==> src/rtl/boot_run_ctrl.sv <==
// boot_run_ctrl: boot and run sequencer for the single-cycle RISC-V core.
// It streams a program image into instruction memory while the core is held
// in reset. It then releases the core and watches its PC until the core halts
// (PC self-loop), the cycle budget runs out, or the host aborts.
//
// Ports:
//   clk, reset          system clock, asynchronous active-high reset
//   start               begin a load (sampled only in IDLE)
//   load_len            words to load (1..IMEM_DEPTH), sampled with start
//   cycle_budget        max RUN cycles, 0 = unlimited, sampled with start
//   abort               terminate LOAD/FLUSH/RUN
//   s_valid/s_data      program word stream; s_ready = state is LOAD
//   imem_we/addr/wdata  instruction-memory write port (registered)
//   core_pc             core PC_out
//   core_reset          core reset, 1 = core held
//   busy, done          not-IDLE flag, one-cycle completion pulse
//   status              00 none, 01 halted, 10 timeout, 11 aborted/bad length
//   run_cycles          saturating count of RUN cycles
module boot_run_ctrl #(
  parameter int unsigned IMEM_DEPTH = 64,
  parameter int unsigned ADDR_W     = 6,
  parameter int unsigned CNT_W      = 16
) (
  input  logic              clk,
  input  logic              reset,
  input  logic              start,
  input  logic [6:0]        load_len,
  input  logic [CNT_W-1:0]  cycle_budget,
  input  logic              abort,
  input  logic              s_valid,
  input  logic [31:0]       s_data,
  output logic              s_ready,
  output logic              imem_we,
  output logic [ADDR_W-1:0] imem_addr,
  output logic [31:0]       imem_wdata,
  input  logic [31:0]       core_pc,
  output logic              core_reset,
  output logic              busy,
  output logic              done,
  output logic [1:0]        status,
  output logic [CNT_W-1:0]  run_cycles
);

  localparam logic [2:0] S_IDLE  = 3'd0;
  localparam logic [2:0] S_LOAD  = 3'd1;
  localparam logic [2:0] S_FLUSH = 3'd2;
  localparam logic [2:0] S_RUN   = 3'd3;
  localparam logic [2:0] S_DONE  = 3'd4;

  localparam logic [1:0] ST_NONE  = 2'b00;
  localparam logic [1:0] ST_HALT  = 2'b01;
  localparam logic [1:0] ST_TMO   = 2'b10;
  localparam logic [1:0] ST_ABORT = 2'b11;

  logic [2:0]       state;
  logic [2:0]       next_state;
  logic [6:0]       len_q;
  logic [CNT_W-1:0] budget_q;
  logic [6:0]       word_cnt;
  logic [31:0]      pc_prev;

  logic hs_c;
  logic len_ok_c;
  logic last_c;
  logic halt_c;
  logic tmo_c;

  // s_ready is the only unregistered output: a plain decode of LOAD.
  assign s_ready  = (state == S_LOAD);
  assign hs_c     = s_valid & s_ready;
  assign len_ok_c = (load_len != 7'd0) && (load_len <= 7'(IMEM_DEPTH));
  assign last_c   = (7'(word_cnt + 7'd1) == len_q);
  // Halt needs two completed RUN cycles so a stale pc_prev cannot match.
  assign halt_c   = (run_cycles >= CNT_W'(2)) && (core_pc == pc_prev);
  assign tmo_c    = (budget_q != '0) &&
                    (CNT_W'(run_cycles + CNT_W'(1)) == budget_q);

  // State register
  always_ff @(posedge clk or posedge reset) begin
    if (reset) state <= S_IDLE;
    else       state <= next_state;
  end

  // Next-state decode; abort outranks handshake, halt and timeout
  always_comb begin
    next_state = state;
    case (state)
      S_IDLE: begin
        if (start) next_state = len_ok_c ? S_LOAD : S_DONE;
      end
      S_LOAD: begin
        if (abort)                next_state = S_DONE;
        else if (hs_c && last_c)  next_state = S_FLUSH;
      end
      S_FLUSH: begin
        next_state = abort ? S_DONE : S_RUN;
      end
      S_RUN: begin
        if (abort || halt_c || tmo_c) next_state = S_DONE;
      end
      S_DONE: begin
        next_state = S_IDLE;
      end
      default: next_state = S_IDLE;
    endcase
  end

  // Registered outputs and datapath
  always_ff @(posedge clk or posedge reset) begin
    if (reset) begin
      core_reset <= 1'b1;
      busy       <= 1'b0;
      done       <= 1'b0;
      imem_we    <= 1'b0;
      imem_addr  <= '0;
      imem_wdata <= '0;
      status     <= ST_NONE;
      run_cycles <= '0;
      len_q      <= '0;
      budget_q   <= '0;
      word_cnt   <= '0;
      pc_prev    <= '0;
    end else begin
      core_reset <= (next_state != S_RUN);
      busy       <= (next_state != S_IDLE);
      done       <= (next_state == S_DONE);
      imem_we    <= (state == S_LOAD) && hs_c && !abort;

      case (state)
        S_IDLE: begin
          if (start) begin
            len_q      <= load_len;
            budget_q   <= cycle_budget;
            word_cnt   <= '0;
            run_cycles <= '0;
            status     <= len_ok_c ? ST_NONE : ST_ABORT;
          end
        end
        S_LOAD: begin
          if (abort) begin
            status <= ST_ABORT;
          end else if (hs_c) begin
            imem_addr  <= ADDR_W'(word_cnt);
            imem_wdata <= s_data;
            word_cnt   <= 7'(word_cnt + 7'd1);
          end
        end
        S_FLUSH: begin
          if (abort) status <= ST_ABORT;
        end
        S_RUN: begin
          if (run_cycles != '1) run_cycles <= CNT_W'(run_cycles + CNT_W'(1));
          pc_prev <= core_pc;
          if (abort)       status <= ST_ABORT;
          else if (halt_c) status <= ST_HALT;
          else if (tmo_c)  status <= ST_TMO;
        end
        default: ;
      endcase
    end
  end

endmodule

==> config.mk <==
export PLATFORM = sky130hd
export DESIGN_NAME = boot_run_ctrl
export DESIGN_NICKNAME = d
export VERILOG_FILES = /design/src/rtl/boot_run_ctrl.sv
export SDC_FILE = /design/constraint.sdc
export NUM_CORES = 1
export LEC_CHECK = 0
export BUFFER_PORTS_ARGS = -buffer_cell sky130_fd_sc_hd__buf_4
export CORE_MARGIN = 10
export CORE_UTILIZATION = 35
export DETAILED_ROUTE_END_ITERATION = 12
export RECOVER_POWER = 50
export SYNTH_ARGS = -nofsm -noshare
export SYNTH_HDL_FRONTEND = slang
export SYNTH_SLANG_ARGS = --single-unit
==> constraint.sdc <==
create_clock -name clk -period 10.8 [get_ports clk]
set_input_delay 1.62 -clock clk [delete_from_list [all_inputs] [get_ports clk]]
set_output_delay 1.62 -clock clk [all_outputs]
set_load 0.05 [all_outputs]
==> flow_summary.yaml <==
status:
  status: "finished, violations left"
  failed_checks: "capacitance limit, slew limit"
grt:
  grt_overflow_total: 0
  gr-usage-all-layers_pct: 14.4
  grt_max_degree: 70
  antenna_found_initial: 0
  grt_pass1_wl_um: 27600
  grt_pass1_vias: 5209
synthesis:
  synth.cell_area_um2: 6090
  yosysWarnings: 0
  synthArstFlopShare_pct: 100
  synth_fp_nets: 811
  synth_top_area_share_pct: 50.9
  synth_common_cells: "311 x nand2_1, 124 x dfrtp_1, 40 x xor2_1"
  synth-edff-count: 0
  ys_top_cells_by_area: "dfrtp_1 51%, nand2_1 19%, xor2_1 5.8%"
  synth_seq_cells: 125
  syn_inst: 716
  yosysTopAreaCell: "dfrtp_1"
  syn_avg_cell_area_um2: 8.51
  synth_cell_types: 46
  yosysMostFrequentCell: "nand2_1"
  synth_flop_cell: "dfrtp_1"
  yosysSeqAreaShare_pct: 51.4
critical_path:
  critical_path.most_common_cell: "clkbuf_1"
  end_kind: "register"
  worstPathArrival_ns: 4.29
  r2r_setup_slack_ns: 7.51
  cp_data_required_time_ns: 11.10
  worst-path-max-fanout: 45
  crit_chain: "clkbuf_1 > nor3_1 > nand2_1 > clkbuf_1 > inv_1 > buf_4 > a22o_1"
  path_class: "input port to register"
  crit_buf_inv: 4
  critical-path-max-stage-delay_ns: 1.42
  crit_path_start_kind: "input port"
  cpLargestDelayFamily: "buffers and inverters"
  cp_slowest_cell: "clkbuf_1"
cts:
  clk_pin_slew_ns: 0.06
  cts_resized: 0
  htreeDepth: 4
  clockRootBuffer: "clkbuf_16"
  tritoncts: "built"
  insertion_delay_ns: 0.41
  clock_sink_count: 125
  postCtsSetupBuffers: 0
  numCtsBuffers: 17
  cts_buffer_depth: 2
  hold_buffers: 0
timing:
  skew_ns: 0.0119
  worst_pin_slew_ns: 3.07
  fin_crit_sh_pct: 36.9
  setup-tns-final_ns: 0
  fin_crit_ns: 3.99
  hold_viol: 0
  max-slew-margin-rel_pct: -106
  max_clock_freq_mhz: 251
  slew_violations: 155
  setup_viol: 0
  rsz0062_at_grt: "false"
detailed_routing:
  finalWirelength_um: 16600
  drt_iter0_drc: 275
  vias_per_cell: 4.64
  vias: 5076
  wire_per_inst_um: 15.2
  first_pass_iters: 4
  final_antenna_net_count: 0
  route.detailed.drc: 0
floorplan:
  io-pin-count: 153
  row_count: 48
  die_width_um: 152
  die_h_um: 152
  core_region_area_um2: 17200
  dieArea_um2: 23100
  start_util_pct: 35.5
worst_hold_path:
  hold_class: "register to register"
layout:
  fin_nets: 951
  num-fill-cells: 1756
  antenna_cells: 0
  layout-drive-gt1-share_pct: 19.6
  fin_util_pct: 46.0
  area_delta_synth_final_pct: 29.7
power_and_ir_drop:
  switchingPower_uw: 663
  peakVddDrop_mv: 0.185
  leakagePower_uw: 0.00377
  clockPowerShare_pct: 32.9
  power_frac_comb_pct: 30.6
  p_int_uw: 1060
  powerDensity_nw_per_um2: 219
  p_sw_share_pct: 38.4
  pwr-share-seq_pct: 36.5
placement:
  portBuffers: 152
  place.gp.congestion: 0.839
  post-dp-hpwl_um: 11800
flow_run:
  max-cap-violations: 3
per-stage QoR:
| step | power [µW] | instance area (µm²) | setup slack (ns) | cells | hold WS, ns |
|---|---|---|---|---|---|
| after detailed placement | 1200 | 7420 | 7.10 | 1062 | 0.464 |
| after CTS | 1780 | 8020 | 7.44 | 1094 | 0.478 |
| after floorplan | 1010 | 6090 | 5.85 | 716 | 0.466 |
| after global placement | 1200 | 7420 | 7.12 | 1062 | 0.459 |
| final | 1730 | 7900 | 6.81 | 1094 | 0.469 |
| after global routing | 1830 | 7900 | 6.35 | 1094 | 0.495 |
flip-flops by register name, summed over array words and instances (netlist names):
| name | cells |
|---|---|
| imem_addr | 6 |
| pc_prev | 32 |
| status | 2 |
| imem_we | 1 |
| budget_q | 16 |
| busy | 1 |
| state | 3 |
| core_reset | 1 |
| word_cnt | 7 |
| run_cycles | 16 |
| imem_wdata | 32 |
| done | 1 |
| len_q | 7 |
layout by cell type, fill, tap and decap left out, drive strengths merged, types with 8 or more instances in the layout:
master	instances
buf	128
clkbuf	50
dfrtp	124
inv	8
nand2	311
nand3	17
nand4	11
nor2	21
nor3	8
nor4	15
o21ai	34
xnor2	28
xor2	40
power groups by stage:
| stage | Clock (µW) | Combinational (µW) | Sequential [µW] |
|---|---|---|---|
| 3_5_place_dp | 0 | 569 | 635 |
| 3_3_place_gp | 0 | 566 | 636 |
| 5_1_grt | 606 | 578 | 642 |
| 4_1_cts | 583 | 568 | 631 |
| 6_report | 568 | 528 | 630 |
| 2_1_floorplan | 0 | 158 | 850 |
worst reg2reg max path: stages (launching register included):
cell and delay [ns]:
dfrtp_1 0.45, inv_1 0.13, nand2_1 0.18, nor3_1 0.09, nand2_1 0.08, clkbuf_1 1.42, inv_1 0.18, buf_4 0.35
a22o_1 0.29
cell type report:
class                      count  area [µm²]  area share (%)
sequential                   125        3130            39.6
clock buffer                  19         453            5.73
inverter                       8        31.3           0.396
multi-input combinational    545        2780            35.2
clock inverter                13         140            1.77
tap                          225         282            3.56
timing repair buffer         159        1080            13.7
cell families after synthesis:
family                     Yosys count  synth area share [%]
and+or+nand+nor                    405                  27.8
AOI/OAI and AO/OA                   65                  6.80
DFF                                125                  51.4
muxes                                4                 0.719
buffers and inverters               46                  2.96
xor gates and xnor gates            68                  9.78
adders and majority gates            3                 0.616
per-layer routing:
| metal | up-vias | wire length, µm | GRT usage, % |
|---|---|---|---|
| li1 | 2618 | - | - |
| met1 | 2328 | 7510 | 18.1 |
| met2 | 122 | 7680 | 21.6 |
| met3 | 8 | 1350 | 6.97 |
| met4 | 0 | 113 | 3.85 |
| met5 | - | 0 | 0 |
path summary, 6_finish.rpt:
kind                                           start  cells after the start                         end
max                                            abort                      7     word_cnt[1]$_DFFE_PP0P_
min                        imem_wdata[2]$_DFFE_PP0P_                      2   imem_wdata[2]$_DFFE_PP0P_
max reg2reg                       state[2]$_DFF_PP0_                      8     word_cnt[1]$_DFFE_PP0P_
min reg2reg                imem_wdata[2]$_DFFE_PP0P_                      2   imem_wdata[2]$_DFFE_PP0P_
max in group asynchronous                      reset                      3   run_cycles[4]$_DFFE_PP0P_
min in group asynchronous                      reset                      2  imem_wdata[10]$_DFFE_PP0P_
Power figures use the tool's default switching activity.
